<file path="src/rtl/operand_sel_pipe.sv">
// rtl/operand_sel_pipe.sv - N-way operand select with registered valid/ready output and 2-entry skid buffer
// Optional out-of-range select counter enabled by OPSEL_ERR_CNT_EN.
module operand_sel_pipe #(
    parameter int WIDTH  = 32,
    parameter int NUM_IN = 4,
    localparam int SEL_W = (NUM_IN > 1) ? $clog2(NUM_IN) : 1
) (
    input  logic                    clk,
    input  logic                    rst,
    input  logic [NUM_IN*WIDTH-1:0] in_bus,
    input  logic [SEL_W-1:0]        sel,
    input  logic                    in_valid,
    output logic                    in_ready,
    input  logic                    flush,
    output logic [WIDTH-1:0]        out_data,
    output logic                    out_valid,
    input  logic                    out_ready,
    output logic [15:0]             err_cnt
);

    logic [WIDTH-1:0] mux_val;
    logic [WIDTH-1:0] skid_data;
    logic             skid_valid;
    logic             accept;

    // Unmatched select values fall through to the constant-zero default.
    always_comb begin
        mux_val = '0;
        for (int k = 0; k < NUM_IN; k++) begin
            if (sel == SEL_W'(k)) begin
                mux_val = in_bus[k*WIDTH +: WIDTH];
            end
        end
    end

    assign in_ready = !skid_valid;
    assign accept   = in_valid && in_ready && !flush;

    always_ff @(posedge clk) begin
        if (rst) begin
            out_data   <= '0;
            out_valid  <= 1'b0;
            skid_data  <= '0;
            skid_valid <= 1'b0;
        end else if (flush) begin
            out_valid  <= 1'b0;
            skid_valid <= 1'b0;
        end else if (!out_valid || out_ready) begin
            // A held skid beat is older than anything arriving, so it drains first.
            if (skid_valid) begin
                out_data   <= skid_data;
                out_valid  <= 1'b1;
                skid_valid <= 1'b0;
            end else if (accept) begin
                out_data  <= mux_val;
                out_valid <= 1'b1;
            end else begin
                out_valid <= 1'b0;
            end
        end else if (accept) begin
            skid_data  <= mux_val;
            skid_valid <= 1'b1;
        end
    end

`ifdef OPSEL_ERR_CNT_EN
    logic sel_oor;
    logic [15:0] err_q;

    assign sel_oor = int'(sel) >= NUM_IN;

    always_ff @(posedge clk) begin
        if (rst) begin
            err_q <= 16'h0;
        end else if (accept && sel_oor && (err_q != 16'hFFFF)) begin
            err_q <= err_q + 16'h1;
        end
    end

    assign err_cnt = err_q;
`else
    assign err_cnt = 16'h0;
`endif

endmodule

</file>
<file path="config.mk">
export PLATFORM = sky130hd
export DESIGN_NAME = operand_sel_pipe
export DESIGN_NICKNAME = d
export VERILOG_FILES = /design/src/rtl/operand_sel_pipe.sv
export SDC_FILE = /design/constraint.sdc
export NUM_CORES = 1
export LEC_CHECK = 0
export BUFFER_PORTS_ARGS = -buffer_cell sky130_fd_sc_hd__buf_2
export CORE_MARGIN = 10
export CORE_UTILIZATION = 42
export CTS_CLUSTER_SIZE = 12
export DETAILED_ROUTE_END_ITERATION = 10
export PLACE_DENSITY = 0.72
export SLEW_MARGIN = 30
export SYNTH_ARGS = -nofsm -noshare
export SYNTH_HDL_FRONTEND = slang
export SYNTH_SLANG_ARGS = --single-unit
</file>
<file path="constraint.sdc">
create_clock -name clk -period 2.3 [get_ports clk]
set_clock_uncertainty 0.1 [all_clocks]
set_input_delay 0.46 -clock clk [delete_from_list [all_inputs] [get_ports clk]]
set_output_delay 0.46 -clock clk [all_outputs]
set_load 0.005 [all_outputs]
</file>
Word-level counts from Yosys, hierarchy flattened
Cells that the tools add are included.
{"block": "totals", "regBits": 66, "in_bits": 135, "output_inout_bits": 50, "wordCells": 29}
{"block": "classes", "eq_ne": 3, "n_mux": 8, "bitwise_logic": 2, "reduce_logical": 12}
{"cell": "32-bit 2-to-1 mux", "n": 6}
{"cell": "3-bit AND reduction", "n": 2}
{"cell": "2-bit == test (second input constant)", "n": 2}
{"cell": "1-bit zero test", "n": 3}
{"cell": "3-bit OR reduction", "n": 1}
{"cell": "2-bit by 1-bit == test with 1-bit output (second input constant)", "n": 1}
{"cell": "1-bit logical AND", "n": 2}
{"cell": "2-bit zero test", "n": 1}
{"cell": "1-bit 2-to-1 mux", "n": 2}
{"cell": "1-bit NOT", "n": 2}
{"cell": "2-bit nonzero test", "n": 1}
{"cell": "2-bit OR reduction", "n": 1}
{"cell": "1-bit logical OR", "n": 1}

Depth between registers and ports, before layout
{"block": "logic_depth", "depth_word": 7, "ltp_mapped": 7, "depth_no_buf": 3}

Worst setup path before layout
No wires, ideal clock.
{"block": "synth_path", "path_kind": "input to register", "from": "input port sel[0]", "to": "register skid_data[19]", "setup_ns": 0.117, "arrival_ns": 1.498, "required_time_ns": 2.083, "path_slack_ns": 0.585, "stages": 4, "n_path_buf": 2, "cell_sequence": "buf_6 buf_6 mux4_1 a22o_2"}
{"block": "synth_via", "elab_chain_len": 5, "elab_cells_between_ends": 8, "cone_classes": "eq/ne: 3; mux: 4; reduce/logical: 1"}
{"item": "start: declaration", "line": "11", "rtl": "input logic [SEL_W-1:0] sel,"}
{"item": "2-bit zero test", "line": "30", "rtl": "if (sel == SEL_W'(k)) begin"}
{"item": "32-bit 2-to-1 mux (3 in a row)", "line": "30"}
{"item": "32-bit 2-to-1 mux (*)", "line": "30"}
{"item": "end signal: assignment", "line": "61", "rtl": "skid_data <= mux_val;"}
{"item": "end: declaration", "line": "22", "rtl": "logic [WIDTH-1:0] skid_data;"}
Mark *: on every way between the ends. The rest lies on a longest branch, timed or not.
A chain may end at the register's enable or synchronous reset.

Worst setup path after layout
{"block": "layout_path", "from": "register skid_valid", "to": "output port in_ready"}
{"block": "layout_via", "elab_chain_len": 1}
{"item": "start: declaration", "line": "23", "rtl": "logic skid_valid;"}
{"item": "start signal: assignment", "line": "44", "rtl": "skid_valid <= 1'b0;"}
{"item": "start signal: assignment", "line": "47", "rtl": "skid_valid <= 1'b0;"}
{"item": "start signal: assignment", "line": "53", "rtl": "skid_valid <= 1'b0;"}
{"item": "1-bit zero test", "line": "36", "rtl": "assign in_ready = !skid_valid;"}
{"item": "end: declaration", "line": "13", "rtl": "output logic in_ready,"}
Every way passes these cells.

==> flow_summary.toml <==
[run_status]
status = "completed"

[sta]
setup_tns_ns = 0
fin_crit_ns = 2.03
max_clock_freq_mhz = 494
rsz0062_at_grt = "no"
finalHoldViolCount = 0
setup_ws_ns = 0.274
post-route-period-util_pct = 88.1
drv_slew = 0
setup_violations = 0
whs_ns = 0.278

[hold_path]
whs_endpoint = "out_valid"
worstHoldPathCells = 2
min_from = "flush"
hold_class = "in2reg"

[setup_path]
cp_max_fo = 19
end_kind = "output pin"
startpoint = "skid_valid"
timing.critical_path.max_delay_family = "buffers and inverters"
cp.arrival_ns = 1.47
worstPathBufferInverterCount = 3
worstReg2RegStart = "skid_valid"
reg2reg_depth = 5
start_kind = "flip-flop"
cp.required_ns = 1.74
r2r_end = "out_data[9]"
r2r_slack_ns = 0.66
path_class = "reg2out"
cp_cell_sequence = "buf_4, inv_1, buf_2"
critPathMaxStageDelay_ns = 0.40
crit_slowest_cell = "dfxtp_1"

[logic_synthesis]
synth_edf_count = 0
synth.cell_area_um2 = 3670
yosys.area.top_type = "dfxtp_1"
synth_area_leaders = "dfxtp_1 36%, mux4_2 15%, a311oi_2 12%"
ys_seq_area_share_pct = 36.0
synthDistinctLibCells = 25
synthCells = 322
synth_seq_cells = 66
ys_warn_count = 0
syn_avg_cell_area_um2 = 11.4
yosysTopAreaCellShare_pct = 36.0
ys.flop_type = "dfxtp_1"
synthArstFlopShare_pct = 0

[global_route]
grt_pass1_vias = 3451
antenna_found_initial = 0
overflow = 0
grt_first_pass_wirelength_mm = 17.2
track_usage_pct = 16.5
grt_max_degree = 33

[placement]
gp_congestion = 0.751
dp_hpwl_mm = 8.55
dp.cells = 577
place_ws_ns = 0.386
io_buffers = 168

[floorplanning]
die_area_um2 = 12900
coreArea_um2 = 8590
die_width_um = 113
die_y_um = 113
start_util_pct = 42.7
io_pins = 185
fp-row-count = 34

[clock_tree]
cts.sinks = 66
cts_tree = "built"
cts_buffer_depth = 2
clock-root-buffer = "clkbuf_8"
h-tree-depth = 3
post_cts_buffers = 0
clock_latency_ns = 0.34
clk_pin_slew_ns = 0.07
cts_buffers = 9
ctsHoldBuffers = 0
cts-resized-gates = 0

[pwr]
internal_power_uw = 2080
power_density_nw_per_um2 = 592
seq_power_share_pct = 43.3
p_comb_share_pct = 18.9
vdd_drop_max_mv = 0.329
power_switching_uw = 723
clock_power_share_pct = 37.8
p_leak_uw = 0.00209
swShare_pct = 25.8

[cells_and_area]
syn2layout_area_growth_pct = 29.2
post-route-util_pct = 55.1
drive_gt1_share_pct = 54.4
stdcell_count = 593
fill_cells = 768
layout_common_cells = "168 x buf_2, 66 x dfxtp_1, 64 x nand2_1"
final_common_cell = "buf_2"
diodes = 0
final_nets = 615

[route]
final_antenna_net_count = 0
drt_iter0_markers = 104
wl_per_cell_um = 18.7
met3_wirelength_um = 814
drcViolationCount = 0
maxUsedRoutingLayer = "met4"
viasPerCell = 5.37
wl_met2_mm = 5.50
drt_pass1_iterations = 4
totalWireLength_mm = 11.1
drt-met1-wl_mm = 4.64
num_vias = 3187

[job]
cap_violations = 0
==> state kept, by name (all words and copies together) (netlist names) <==
name	count
out_data	32
skid_data	32
skid_valid	1
out_valid	1
==> cells by family after synthesis <==
logic type / count (synthesis) / synth area share, %
AOI/OAI and AO/OA: 99 / 25.7
buffers and inverters: 54 / 9.49
DFF: 66 / 36.0
muxes: 32 / 20.5
other: 1 / 0.102
and+or+nand+nor: 70 / 8.19
==> cell usage after synthesis (2+ instances only) <==
library cell / count
buf_4: 16
a22o_2: 6
dfxtp_1: 66
buf_2: 14
buf_6: 9
buf_1: 4
a21oi_1: 32
nand2_1: 64
inv_1: 2
mux4_1: 8
mux4_2: 24
a311oi_2: 30
a311oi_1: 2
a22o_1: 26
clkbuf_1: 9
==> worst register-to-register path: stages (launching register included) <==
cell and delay, ns:
dfxtp_1 0.35, buf_4 0.22, inv_1 0.31, buf_12 0.23
nand2_1 0.09, a311oi_2 0.25
==> area by class of cell <==
class | instances | area (µm²) | share of cell area [%]
clock inverter | 7 | 93.8 | 1.98
multi-input combinational | 217 | 2060 | 43.4
tap | 108 | 135 | 2.85
sequential | 66 | 1320 | 27.9
clock buffer | 9 | 124 | 2.62
inverter | 2 | 7.51 | 0.159
timing repair buffer | 184 | 998 | 21.1
==> stage by stage <==
stage	power (µW)	cell area, µm²
after floorplan	1580	3720
after global placement	1760	4520
after detailed placement	1770	4520
after CTS	2820	4740
after global routing	2930	4740
final	2800	4740
==> worst max-delay path by stage <==
| stage | to | slack, ns | depth (start not counted) |
|---|---|---|---|
| 2_1_floorplan | skid_data[19] | 0.58 | 4 |
| 3_3_place_gp | skid_data[21] | 0.42 | 4 |
| 3_5_place_dp | skid_data[20] | 0.39 | 4 |
| 4_1_cts | in_ready | 0.27 | 3 |
| 5_1_grt | in_ready | 0.16 | 3 |
| 6_report | in_ready | 0.27 | 3 |
==> per-layer routing <==
metal,up-vias,GRT usage [%]
li1,1524,-
met3,10,5.14
met2,129,27.7
met5,-,0
met1,1524,19.4
met4,0,5.67
==> power groups by stage <==
stage          clock (µW)  sequential, µW  combinational (µW)
2_1_floorplan           0            1240                 343
3_3_place_gp            0            1240                 522
3_5_place_dp            0            1240                 533
4_1_cts              1080            1210                 535
5_1_grt              1130            1220                 577
6_report             1060            1210                 529
Note: power is estimated with default switching activity, not from simulation.
